`src/rtl/roberts_mdc_pkg.sv`:
```
`default_nettype none
// ============================================================================
// Module   : roberts_mdc_pkg
// Brief    : Shared types, default frame geometry and saturating adder.
// Revision : 1.0
// ============================================================================
package roberts_mdc_pkg;

    localparam int PIX_W_DEF      = 8;
    localparam int IMG_WIDTH_DEF  = 64;
    localparam int IMG_HEIGHT_DEF = 64;

    typedef logic [PIX_W_DEF-1:0] pixel_t;

    function automatic pixel_t sat_add(input pixel_t a, input pixel_t b);
        logic [PIX_W_DEF:0] s;
        s = {1'b0, a} + {1'b0, b};
        return s[PIX_W_DEF] ? {PIX_W_DEF{1'b1}} : s[PIX_W_DEF-1:0];
    endfunction

endpackage
`default_nettype wire

```
`src/rtl/roberts_mdc_line_buffer.sv`:
```
`default_nettype none
// ============================================================================
// Module   : roberts_mdc_line_buffer
// Brief    : One-row register line buffer, shared address, read-before-write.
// Revision : 1.0
// ============================================================================
module roberts_mdc_line_buffer #(
    parameter int DEPTH = 64,
    parameter int WIDTH = 8,
    parameter int AW    = $clog2(DEPTH)
) (
    input  logic             clk_i,
    input  logic             we_i,
    input  logic [AW-1:0]    addr_i,
    input  logic [WIDTH-1:0] wdata_i,
    output logic [WIDTH-1:0] rdata_o
);

    logic [WIDTH-1:0] mem_q [DEPTH];

    assign rdata_o = mem_q[addr_i];

    always_ff @(posedge clk_i) begin
        if (we_i) begin
            mem_q[addr_i] <= wdata_i;
        end
    end

endmodule
`default_nettype wire

```
`src/rtl/roberts_mdc_kernel.sv`:
```
`default_nettype none
// ============================================================================
// Module   : roberts_mdc_kernel
// Brief    : Roberts-cross gradient magnitude over a raster pixel stream.
// Revision : 1.0
// ============================================================================
module roberts_mdc_kernel
    import roberts_mdc_pkg::*;
#(
    parameter int IMG_WIDTH  = IMG_WIDTH_DEF,
    parameter int IMG_HEIGHT = IMG_HEIGHT_DEF,
    parameter int PIX_W      = PIX_W_DEF
) (
    input  logic        clk_i,
    input  logic        rst_i,
    input  logic        clear_i,
    input  logic [31:0] in_data_i,
    input  logic        in_valid_i,
    output logic        in_ready_o,
    output logic [31:0] out_data_o,
    output logic        out_valid_o,
    input  logic        out_ready_i,
    output logic        frame_done_o
);

    localparam int COL_W = $clog2(IMG_WIDTH);
    localparam int ROW_W = $clog2(IMG_HEIGHT);
    localparam logic [COL_W-1:0] COL_LAST = COL_W'(IMG_WIDTH - 1);
    localparam logic [ROW_W-1:0] ROW_LAST = ROW_W'(IMG_HEIGHT - 1);

    logic [COL_W-1:0] col_q, col_d;
    logic [ROW_W-1:0] row_q, row_d;
    logic [PIX_W-1:0] left_q, left_d, upleft_q, upleft_d;
    logic [PIX_W-1:0] out_q, out_d;
    logic             valid_q, valid_d;
    logic             done_q, done_d;

    logic             w_hs, w_load, w_last;
    logic [PIX_W-1:0] w_pix, w_up, w_abs1, w_abs2, w_sat, w_g;
    logic signed [PIX_W:0] w_d1, w_d2;
    logic             w_unused_bits;

    assign w_unused_bits = ^in_data_i[31:PIX_W];
    assign w_pix  = in_data_i[PIX_W-1:0];
    assign in_ready_o = !rst_i && (!valid_q || out_ready_i);
    assign w_hs   = in_valid_i && in_ready_o;
    assign w_load = w_hs && !clear_i;
    assign w_last = (col_q == COL_LAST) && (row_q == ROW_LAST);

    roberts_mdc_line_buffer #(
        .DEPTH (IMG_WIDTH),
        .WIDTH (PIX_W)
    ) u_line_buffer (
        .clk_i   (clk_i),
        .we_i    (w_load),
        .addr_i  (col_q),
        .wdata_i (w_pix),
        .rdata_o (w_up)
    );

    // Differences are one bit wider than a pixel so the sign survives.
    assign w_d1   = $signed({1'b0, upleft_q}) - $signed({1'b0, w_pix});
    assign w_d2   = $signed({1'b0, w_up}) - $signed({1'b0, left_q});
    assign w_abs1 = w_d1[PIX_W] ? PIX_W'(-w_d1) : w_d1[PIX_W-1:0];
    assign w_abs2 = w_d2[PIX_W] ? PIX_W'(-w_d2) : w_d2[PIX_W-1:0];

    if (PIX_W == PIX_W_DEF) begin : g_pkg_sat
        assign w_sat = sat_add(w_abs1, w_abs2);
    end else begin : g_gen_sat
        logic [PIX_W:0] w_sum;
        assign w_sum = {1'b0, w_abs1} + {1'b0, w_abs2};
        assign w_sat = w_sum[PIX_W] ? {PIX_W{1'b1}} : w_sum[PIX_W-1:0];
    end

    assign w_g = ((row_q == '0) || (col_q == '0)) ? '0 : w_sat;

    always_comb begin
        col_d    = col_q;
        row_d    = row_q;
        left_d   = left_q;
        upleft_d = upleft_q;
        out_d    = out_q;
        valid_d  = valid_q;
        done_d   = 1'b0;
        if (clear_i) begin
            col_d   = '0;
            row_d   = '0;
            out_d   = '0;
            valid_d = 1'b0;
        end else if (w_hs) begin
            out_d    = w_g;
            valid_d  = 1'b1;
            done_d   = w_last;
            left_d   = w_pix;
            upleft_d = w_up;
            if (col_q == COL_LAST) begin
                col_d = '0;
                row_d = (row_q == ROW_LAST) ? '0 : row_q + 1'b1;
            end else begin
                col_d = col_q + 1'b1;
            end
        end else if (out_ready_i) begin
            valid_d = 1'b0;
        end
    end

    always_ff @(posedge clk_i) begin
        if (rst_i) begin
            col_q    <= '0;
            row_q    <= '0;
            left_q   <= '0;
            upleft_q <= '0;
            out_q    <= '0;
            valid_q  <= 1'b0;
            done_q   <= 1'b0;
        end else begin
            col_q    <= col_d;
            row_q    <= row_d;
            left_q   <= left_d;
            upleft_q <= upleft_d;
            out_q    <= out_d;
            valid_q  <= valid_d;
            done_q   <= done_d;
        end
    end

    assign out_data_o   = {{(32-PIX_W){1'b0}}, out_q};
    assign out_valid_o  = valid_q;
    assign frame_done_o = done_q;

endmodule
`default_nettype wire

```
`config.mk`:
```
export PLATFORM = sky130hd
export DESIGN_NAME = roberts_mdc_kernel
export DESIGN_NICKNAME = d
export VERILOG_FILES = /design/src/rtl/roberts_mdc_pkg.sv /design/src/rtl/roberts_mdc_line_buffer.sv /design/src/rtl/roberts_mdc_kernel.sv
export SDC_FILE = /design/constraint.sdc
export NUM_CORES = 1
export LEC_CHECK = 0
export CAP_MARGIN = 20
export CORE_MARGIN = 2
export CORE_UTILIZATION = 45
export CTS_CLUSTER_SIZE = 28
export DETAILED_ROUTE_END_ITERATION = 8
export GPL_TIMING_DRIVEN = 0
export PLACE_DENSITY_LB_ADDON = 0.2
export SLEW_MARGIN = 20
export SYNTH_ARGS = -nofsm -noshare
export SYNTH_HDL_FRONTEND = slang
export SYNTH_SLANG_ARGS = --single-unit
```
`constraint.sdc`:
```
create_clock -name clk_i -period 4.51 [get_ports clk_i]
set_clock_uncertainty 0.05 [all_clocks]
set_input_delay 0.451 -clock clk_i [delete_from_list [all_inputs] [get_ports clk_i]]
set_output_delay 0.451 -clock clk_i [all_outputs]
set_load 0.05 [all_outputs]
```
==> results of run 1 <==
[cells by family (layout without fill, tap and decap cells)]
family	after synthesis	count (layout)
buffers and inverters	123	272
other	1	24
AOI/OAI and AO/OA	169	169
muxes	160	160
DFF	556	556
xor gates and xnor gates	36	36
and+or+nand+nor	284	284
adders and majority gates	33	33
[path summary, 6_finish.rpt]
path                               from                                   to  slack [ps]
hold reg to reg   out_q[6]$_SDFFE_PP0P_                out_q[6]$_SDFFE_PP0P_         400
hold / removal             in_data_i[5]  u_line_buffer.mem_q[9][5]$_DFFE_PP_         190
setup reg to reg              flip-flop                out_q[4]$_SDFFE_PP0P_        -600
setup / recovery              flip-flop                out_q[4]$_SDFFE_PP0P_        -600
[per-stage QoR]
| stage | total power, mW | setup TNS, ps |
|---|---|---|
| floorplan | 6.21 | -854 |
| global placement | 6.42 | -14260 |
| detailed placement | 6.42 | -12310 |
| CTS | 11.0 | -4350 |
| global route | 11.4 | -6550 |
| finish | 11.0 | -4580 |
[where the power goes]
| part | internal [mW] | total [mW] | switching (mW) |
|---|---|---|---|
| logic | 0.327 | 0.804 | 0.477 |
| clock network | 2.65 | 4.58 | 1.93 |
| registers | 5.63 | 5.64 | 0.00491 |
| total | 8.61 | 11.0 | 2.41 |
[sequential cells by signal (all words and copies together) (netlist names), named ones only]
register             flops
left_q                   8
row_q                    6
u_line_buffer.mem_q    512
out_valid_o              1
upleft_q                 8
col_q                    6
frame_done_o             1
out_q                    8
[routing by layer]
metal	track usage, %	up-vias	wire length, microns
li1	-	5566	-
met1	30.7	6523	24800
met2	34.5	483	26600
met3	3.57	95	3700
met4	7.20	0	1680
met5	0	-	0
[final cells by class]
| cell class | count | area, sq um | share of cell area (%) |
|---|---|---|---|
| multi-input cells | 706 | 6470 | 24.3 |
| clock inverters | 30 | 268 | 1.00 |
| plain buffers | 85 | 667 | 2.50 |
| flip-flops and latches | 556 | 16300 | 61.0 |
| inverters | 37 | 139 | 0.521 |
| clock buffers | 70 | 1520 | 5.69 |
| repair buffers | 50 | 500 | 1.88 |
| well taps | 672 | 841 | 3.15 |
[layout by cell type, fill, tap and decap left out, types with 11 or more instances in the layout]
cell type	netlist	routed
a22oi_1	24	20
clkinv_2	0	11
nor2b_1	16	13
mux2i_1	54	53
buf_4	30	63
nand2_1	69	68
clkinv_1	0	12
mux4_2	100	100
nand3_1	13	12
dfxtp_1	44	42
clkbuf_1	25	27
clkbuf_16	0	59
xnor2_1	25	25
conb_1	1	24
clkdlybuf4s50_1	0	14
ha_1	30	28
o22ai_1	37	30
xor2_1	11	11
edfxtp_1	512	512
inv_1	37	35
nor2_1	118	117
a21oi_1	36	32
[repair_timing]
action	CTS	global route
setup buffers	19	5
gates resized for setup	88	24
gates cloned	1	0
pin swaps	24	15
setup endpoints to repair	8	8
[worst max-delay path, stage by stage (launching register included)]
cell      delay, ps
dfxtp_2         330
buf_8           140
buf_12          140
buf_12          160
buf_12          140
mux4_2          540
o22ai_4         210
o41ai_4         130
o31ai_4         170
ha_2            250
inv_2            40
fa_2            340
a211oi_2        270
o21ai_1         100
a21o_1          170
a21o_1          210
mux2_4          330
inv_2            70
fa_2            240
nor2b_4          50
o21ai_2         130
a21oi_2          80
o41a_1          320
buf_6           150
o21ai_4         140
a21oi_2          60
==> impl_metrics.yaml, run 1 <==
yosys:
  synth_seq_area_share_pct: 70.8
  ys_async_sr_fraction_pct: 0
  yosys-top-cells-area: "edfxtp_1, mux4_2, dfxtp_1"
  postSynthAreaPerCell_sq_um: 16.9
  synth_compound_gate_area_share_pct: 4.87
  synth_seq_cells: 556
  dominant_combinational_cell_family_by_area_after_synthesis: "multiplexers"
  ys.warnings.count: 0
  netlist.top_cell.by_area: "edfxtp_1"
  synthAdderAreaFrac_pct: 1.90
  netlist_area_sq_um: 23000
  synthMuxAreaShare_pct: 12.5
  synth_ff_type: "edfxtp_1"
  synth_xor_xnor_area_share_pct: 1.37
  postSynthCellCount: 1362
  post-synth-top-count-cell: "edfxtp_1"
  simple_logic_cell_fraction_of_the_synthesized_area_pct: 5.81
  synth_cell_types: 56
  synth_commonest_cells: "edfxtp_1, nor2_1, mux4_2, nand2_1, mux2i_1"
  synth-edff-count: 512
  synth_top_area_share_pct: 67.0
drt:
  detailroute.via_count: 12700
  remaining_drc_errors: 0
  detail_route.vias_per_cell: 5.74
  detail_route.wl_per_cell_microns: 25.7
  first_iter_violations: 1366
  drt_first_pass_iters: 5
  routed_wl_microns: 56800
  postRouteAntennaNets: 0
setup_path:
  worstPathMaxFanout: 7
  timing.reg2reg.worst_path_depth: 25
  timing_worst_setup_path_type: "reg2reg"
  setup.worst_path.end_class: "flip-flop"
  worst_ep_arrival_time_ps: 5540
  critPathLaunchType: "flip-flop"
  data_required_critical_path_ps: 4940
clock_network:
  cts.root.buffer_cell: "clkbuf_16"
  htree_levels: 2
  worst_setup_hold_path_clk_slew_ps: 60
  clock_latency_on_the_worst_skew_pair_ps: 610
  cts_sinks: 556
  cts_buffer_depth: 3
  cts_tree: "built"
  clock_buffers_created_by_tritoncts: 57
  post_cts_hold_buffer_count: 0
placed_design:
  placement.io_buffers: 22
  place_hpwl_microns: 37100
  post_dp_cell_area_sq_um: 24200
  placement.setup.worst_slack_ps: -1590
  placed_cells: 2082
  globalplace.congestion: 0.876
timing:
  timing.slew.headroom_pct: 31.1
  fin_crit_sh_pct: 113
  rsz_0062_raised_after_global_routing: "yes"
  timing.hold.ws_ps: 190
  worst-slew-pin-transition_ps: 1030
  highest_attainable_clock_frequency_ghz: 0.196
  timing.final.setup_violations: 8
  finalWorstSetupSlack_ps: -601
  final_hold_viol_count: 0
  post-route-min-period_ps: 5110
  final_max_slew_viol_count: 0
finish:
  number_of_filler_instances_in_the_final_layout: 4042
  post-route-util_pct: 53.0
  area.growth.synth_to_final_pct: 16.2
  nets: 1563
  finalInstanceArea_sq_um: 26700
  finalNonFillerCells: 2206
  num_antenna_cells: 0
  drive_above_1_share_pct: 22.2
floorplan:
  floorplan.core_area_sq_um: 50300
  die_w_microns: 230
  design.die.area_sq_um: 52800
  chipHeight_microns: 230
  io_pins: 72
  placement_rows: 82
  start_util_pct: 45.7
grt:
  grt_antenna_before_repair: 0
  vias_in_the_first_global_route: 12700
  maximum_number_of_pins_on_one_net_before_global_route_repair: 67
  global_route_overflow: 0
  track_usage_pct: 21.7
  grt_pass1_wl_microns: 83700
outcome:
  failed_checks: "setup timing"
  outcome: "finished with violations"
power_and_ir_drop:
  power.leakage_nw: 8.47
  vdd_drop_max_mv: 0.256
  power.density_cell_area_nw_per_um2: 413
worst_hold_path:
  hold_path_depth: 1
  hold_path.class: "in2reg"
flow_run:
  cap_viol_max_count: 0
(Power assumes the default switching activity.)
==> run 2, diff against run 1 <==
Settings changed: SKIP_LAST_GASP set to 1.
==> run 2 against run 1 <==
  * The flow still finishes with violations (setup timing)
  * Final area is essentially flat
  * Sequential power is essentially flat
  * Non-clock buffer count did not move
  * Global-route usage unchanged
  * Critical path depth is the same
  * Core utilization about the same
  * Maximum frequency about the same
  * Hold slack improved by 0.86 ps
  * Sequential share of layout area hardly changed
  * Flip-flop and latch count unchanged
  * Power about the same
  * Largest power group unchanged
  * Highest routed layer unchanged
==> impl_metrics.yaml, run 2 (same netlist as run 1, synthesis figures left out) <==
timing:
  timing.slew.headroom_pct: 30.9
  fin_crit_sh_pct: 113
  final_hold_viol_count: 0
  timing.final.setup_violations: 8
  rsz_0062_raised_after_global_routing: "yes"
  worst-slew-pin-transition_ps: 1030
  final_max_slew_viol_count: 0
  finalWorstSetupSlack_ps: -605
  post-route-min-period_ps: 5110
  highest_attainable_clock_frequency_ghz: 0.196
clock_network:
  worst_setup_hold_path_clk_slew_ps: 60
  clock_buffers_created_by_tritoncts: 57
  cts_tree: "built"
  cts_buffer_depth: 3
  cts.root.buffer_cell: "clkbuf_16"
  post_cts_hold_buffer_count: 0
  clock_latency_on_the_worst_skew_pair_ps: 620
  cts_sinks: 556
  htree_levels: 2
finish:
  post-route-util_pct: 53.0
  number_of_filler_instances_in_the_final_layout: 4044
  nets: 1563
  drive_above_1_share_pct: 22.2
  layout.cells.most_common_list: "edfxtp_1, nor2_1, mux4_2, nand2_1, buf_4"
  area.growth.synth_to_final_pct: 16.1
  max_flop_register: "u_line_buffer.mem_q"
  num_antenna_cells: 0
  largest_register_ff_count: 512
  multi_input_area_sq_um: 6460
  register_area_sq_um: 16300
  layout_commonest_cell: "edfxtp_1"
setup_path:
  r2r_setup_slack_ps: -600
  timing_worst_setup_path_type: "reg2reg"
  cp_slowest_cell: "mux4_2"
  worst_ep_arrival_time_ps: 5540
  setup.worst_path.end_class: "flip-flop"
  slowest_delay_ps: 540
  path_common_cell: "buf_12"
  worstPathMaxFanout: 7
  critPathLaunchType: "flip-flop"
  data_required_critical_path_ps: 4930
floorplan:
  placement_rows: 82
  floorplan.core_area_sq_um: 50300
  die_w_microns: 230
  start_util_pct: 45.7
  chipHeight_microns: 230
  io_pins: 72
  design.die.area_sq_um: 52800
placed_design:
  globalplace.congestion: 0.876
  placement.io_buffers: 22
  place_hpwl_microns: 37100
power_and_ir_drop:
  clock_share_of_power_pct: 41.6
  power_mw: 11.0
  power.density_cell_area_nw_per_um2: 413
  p_sw_share_pct: 21.8
  seq_power_share_pct: 51.2
  vdd_drop_max_mv: 0.255
  power_report.internal_total_mw: 8.61
  power.leakage_nw: 8.47
  switching_power_mw: 2.41
  combPwrFrac_pct: 7.3
outcome:
  failed_checks: "setup timing"
  outcome: "finished with violations"
worst_hold_path:
  hold_path.class: "in2reg"
drt:
  detail_route.wl_per_cell_microns: 25.7
  postRouteAntennaNets: 0
  detail_route.vias_per_cell: 5.74
  detailroute.via_count: 12700
  first_iter_violations: 1351
  remaining_drc_errors: 0
  routed_wl_microns: 56800
  drt_first_pass_iters: 5
flow_run:
  cap_viol_max_count: 0
grt:
  grt_antenna_before_repair: 0
  vias_in_the_first_global_route: 12700
  global_route_overflow: 0
  grt_pass1_wl_microns: 83700
  maximum_number_of_pins_on_one_net_before_global_route_repair: 67
  track_usage_pct: 21.7
## run 2: routing by layer
layer  global-route usage, %  part of all wire, %  vias up
li1                        -                    -     5563
met4                    7.20                  3.0        0
met3                    3.57                  6.2       92
met2                    34.5                   47      454
met1                    30.7                   44     6552
met5                       0                    0        -
## run 2: per-stage QoR
step | hold slack (ps) | std cells | cell area, sq um | setup TNS [ps] | setup WS, ps
3_3_place_gp | 388 | 2079 | 24100 | -14260 | -1830
3_5_place_dp | 393 | 2082 | 24200 | -12310 | -1590
4_1_cts | 161 | 2202 | 26500 | -4350 | -574
5_1_grt | 175 | 2206 | 26700 | -6570 | -857
2_1_floorplan | 386 | 1385 | 23100 | -854 | -128
6_report | 190 | 2206 | 26700 | -4600 | -605
## run 2: final cells by class
class | count | area share [%]
Buffer | 85 | 2.50
Multi-Input combinational cell | 706 | 24.3
Clock buffer | 70 | 5.69
Timing Repair Buffer | 50 | 1.86
Inverter | 37 | 0.521
Clock inverter | 30 | 1.00
Tap cell | 672 | 3.15
Sequential cell | 556 | 61.0
## run 2: worst paths after layout
kind | start | endpoint | cells after the start
setup / recovery | flip-flop | out_q[4]$_SDFFE_PP0P_ | 25
hold reg to reg | out_q[6]$_SDFFE_PP0P_ | out_q[6]$_SDFFE_PP0P_ | 2
setup reg to reg | flip-flop | out_q[4]$_SDFFE_PP0P_ | 25
hold / removal | in_data_i[5] | u_line_buffer.mem_q[9][5]$_DFFE_PP_ | 1
## run 2: critical path: cells and delay by family, from the launching register on
kind	cells	cell delay [ps]
adders and majority gates	3	860
AOI/OAI and AO/OA	12	2000
DFF	1	330
xor gates and xnor gates	1	130
muxes	1	540
buffers and inverters	7	930
and+or+nand+nor	1	120
## run 2: timing repair
item / 4_1_cts / 5_1_grt
cloned: 1 / 0
resized for setup: 88 / 22
setup buffers: 19 / 5
pin swaps: 24 / 15
endpoints found under the setup margin: 8 / 8
## run 2: power groups by stage
stage	Clock [mW]	Combinational (mW)	Sequential, mW
3_3_place_gp	0	0.661	5.76
4_1_cts	4.63	0.773	5.64
6_report	4.58	0.803	5.64
2_1_floorplan	0	0.463	5.75
5_1_grt	4.84	0.877	5.64
3_5_place_dp	0	0.678	5.75
==> run 3, diff against run 2 <==
Settings changed: CAP_MARGIN 20 to not set, CORE_UTILIZATION 45 to 30, PLACE_DENSITY_LB_ADDON 0.2 to not set.
==> run 3 against run 2 <==
  * Global-route usage fell by 7.4 points
  * Final cell count rose by 14%
  * Maximum frequency fell by 4.7%
  * Register-to-register slack got worse by 250 ps
  * The run still ends with setup timing left
  * Clock power rose by 4.4%
  * Flip-flop and latch count did not move
  * Final area rose by 2.0%
==> impl_metrics.yaml, run 3 (same netlist as run 1, synthesis figures left out) <==
outcome:
  outcome: "finished with violations"
  failed_checks: "setup timing"
finish:
  area.growth.synth_to_final_pct: 18.4
  drive_above_1_share_pct: 22.3
  largest_register_ff_count: 512
  num_antenna_cells: 0
  nets: 1563
  layout_commonest_cell: "edfxtp_1"
  layout.cells.most_common_list: "edfxtp_1, nor2_1, mux4_2, nand2_1, buf_4"
  max_flop_register: "u_line_buffer.mem_q"
drt:
  detailroute.via_count: 12700
  detail_route.vias_per_cell: 5.03
  detail_route.wl_per_cell_microns: 22.5
  postRouteAntennaNets: 0
  first_iter_violations: 1140
  routed_wl_microns: 56700
  remaining_drc_errors: 0
  drt_first_pass_iters: 6
clock_network:
  worst_setup_hold_path_clk_slew_ps: 60
  cts.root.buffer_cell: "clkbuf_16"
  cts_tree: "built"
  cts_buffer_depth: 3
  clock_buffers_created_by_tritoncts: 56
  htree_levels: 2
  clock_latency_on_the_worst_skew_pair_ps: 630
  cts_sinks: 556
floorplan:
  die_w_microns: 281
  chipHeight_microns: 281
  start_util_pct: 30.3
  design.die.area_sq_um: 78700
  floorplan.core_area_sq_um: 75800
  placement_rows: 101
  io_pins: 72
grt:
  global_route_overflow: 0
  grt_pass1_wl_microns: 83300
  track_usage_pct: 14.4
  vias_in_the_first_global_route: 12800
  maximum_number_of_pins_on_one_net_before_global_route_repair: 67
  grt_antenna_before_repair: 0
timing:
  timing.final.setup_violations: 8
  final_max_slew_viol_count: 0
  worst-slew-pin-transition_ps: 1090
  final_hold_viol_count: 0
  timing.slew.headroom_pct: 27.3
  rsz_0062_raised_after_global_routing: "yes"
  highest_attainable_clock_frequency_ghz: 0.186
  finalWorstSetupSlack_ps: -859
  fin_tns_setup_ps: -6430
  timing.hold.ws_ps: 240
  post-route-min-period_ps: 5370
  fin_crit_sh_pct: 119
setup_path:
  data_required_critical_path_ps: 4940
  worstPathMaxFanout: 7
  timing.reg2reg.worst_path_depth: 23
  worst_r2r_endpoint: "out_q[0]$_SDFFE_PP0P_"
  timing_worst_setup_path_type: "reg2reg"
  r2r_setup_slack_ps: -860
  worst_ep_arrival_time_ps: 5800
  critPathLaunchType: "flip-flop"
  setup.worst_path.end_class: "flip-flop"
placed_design:
  placement.io_buffers: 22
  place_hpwl_microns: 38100
  globalplace.congestion: 0.870
  placement.setup.worst_slack_ps: -1600
power_and_ir_drop:
  clock_share_of_power_pct: 42.8
  combPwrFrac_pct: 6.7
  p_sw_share_pct: 22.1
  power_report.internal_total_mw: 8.69
  vdd_drop_max_mv: 0.282
  switching_power_mw: 2.47
  power.density_cell_area_nw_per_um2: 411
  power.leakage_nw: 8.53
  seq_power_share_pct: 50.5
worst_hold_path:
  min_to: "upleft_q[7]$_SDFFE_PP0P_"
  hold_path_startpoint: "rst_i"
  hold_path_depth: 2
  hold_path.class: "in2reg"
flow_run:
  cap_viol_max_count: 0
[run 3: worst max-delay path: stages (launching register included)]
cell	delay, ps
dfxtp_2	330
buf_8	130
buf_12	130
buf_12	150
mux4_2	510
a22oi_2	290
nand2_2	140
o31ai_4	330
ha_2	260
inv_2	40
fa_2	420
a211oi_4	270
o21ai_1	90
a21o_1	180
a21o_4	240
mux2_4	310
inv_2	70
fa_2	220
nor2b_2	50
o21ai_2	160
a21oi_2	90
o41a_1	490
o21ai_1	200
a21oi_1	80
[run 3: layer usage]
layer / part of all wire (%) / global-route usage [%] / wire [microns]
met1: 43 / 19.9 / 24600
met2: 46 / 22.0 / 25800
met3: 7.7 / 3.01 / 4350
met4: 3.4 / 5.59 / 1910
met5: 0 / 0 / 0
[run 3: timing repair]
action,4_1_cts,5_1_grt
gates resized for setup,77,30
gates cloned,2,0
buffers inserted,6,15
hold buffers,0,0
pin swaps,20,18
endpoints found under the setup margin,8,8
[run 3: how the worst max path moves through the flow]
stage / startpoint / to / slack [ps] / depth (start not counted)
finish: flip-flop / out_q[0]$_SDFFE_PP0P_ / -860 / 23
global route: flip-flop / out_q[4]$_SDFFE_PP0P_ / -980 / 23
CTS: flip-flop / out_q[1]$_SDFFE_PP0P_ / -690 / 23
detailed placement: flip-flop / out_q[4]$_SDFFE_PP0P_ / -1600 / 20
global placement: in_data_i[0] / out_q[4]$_SDFFE_PP0P_ / -1710 / 17
floorplan: flip-flop / out_q[4]$_SDFFE_PP0P_ / -130 / 23
[run 3: area by class of cell]
class,count,area [sq um]
fill,7036,48600
multi-input combinational,706,6420
clock inverter,38,454
inverter,37,139
tap,978,1220
buffer,85,686
timing repair buffer,51,561
clock buffer,64,1440
sequential,556,16300
[run 3: power by group through the flow]
stage | sequential [mW] | clock (mW) | combinational, mW
floorplan | 5.75 | 0 | 0.463
global placement | 5.76 | 0 | 0.655
detailed placement | 5.75 | 0 | 0.680
CTS | 5.64 | 4.86 | 0.718
global route | 5.63 | 5.06 | 0.822
finish | 5.64 | 4.78 | 0.747
[run 3: stage by stage]
step	std cells	cell area, sq um	utilization [%]	power, mW
after floorplan	1385	23100	-	6.21
after CTS	2501	26900	35.5	11.2
after detailed placement	2391	24600	32.5	6.43
final	2515	27200	35.9	11.2
after global routing	2515	27200	35.9	11.5
after global placement	2385	24500	32.3	6.41
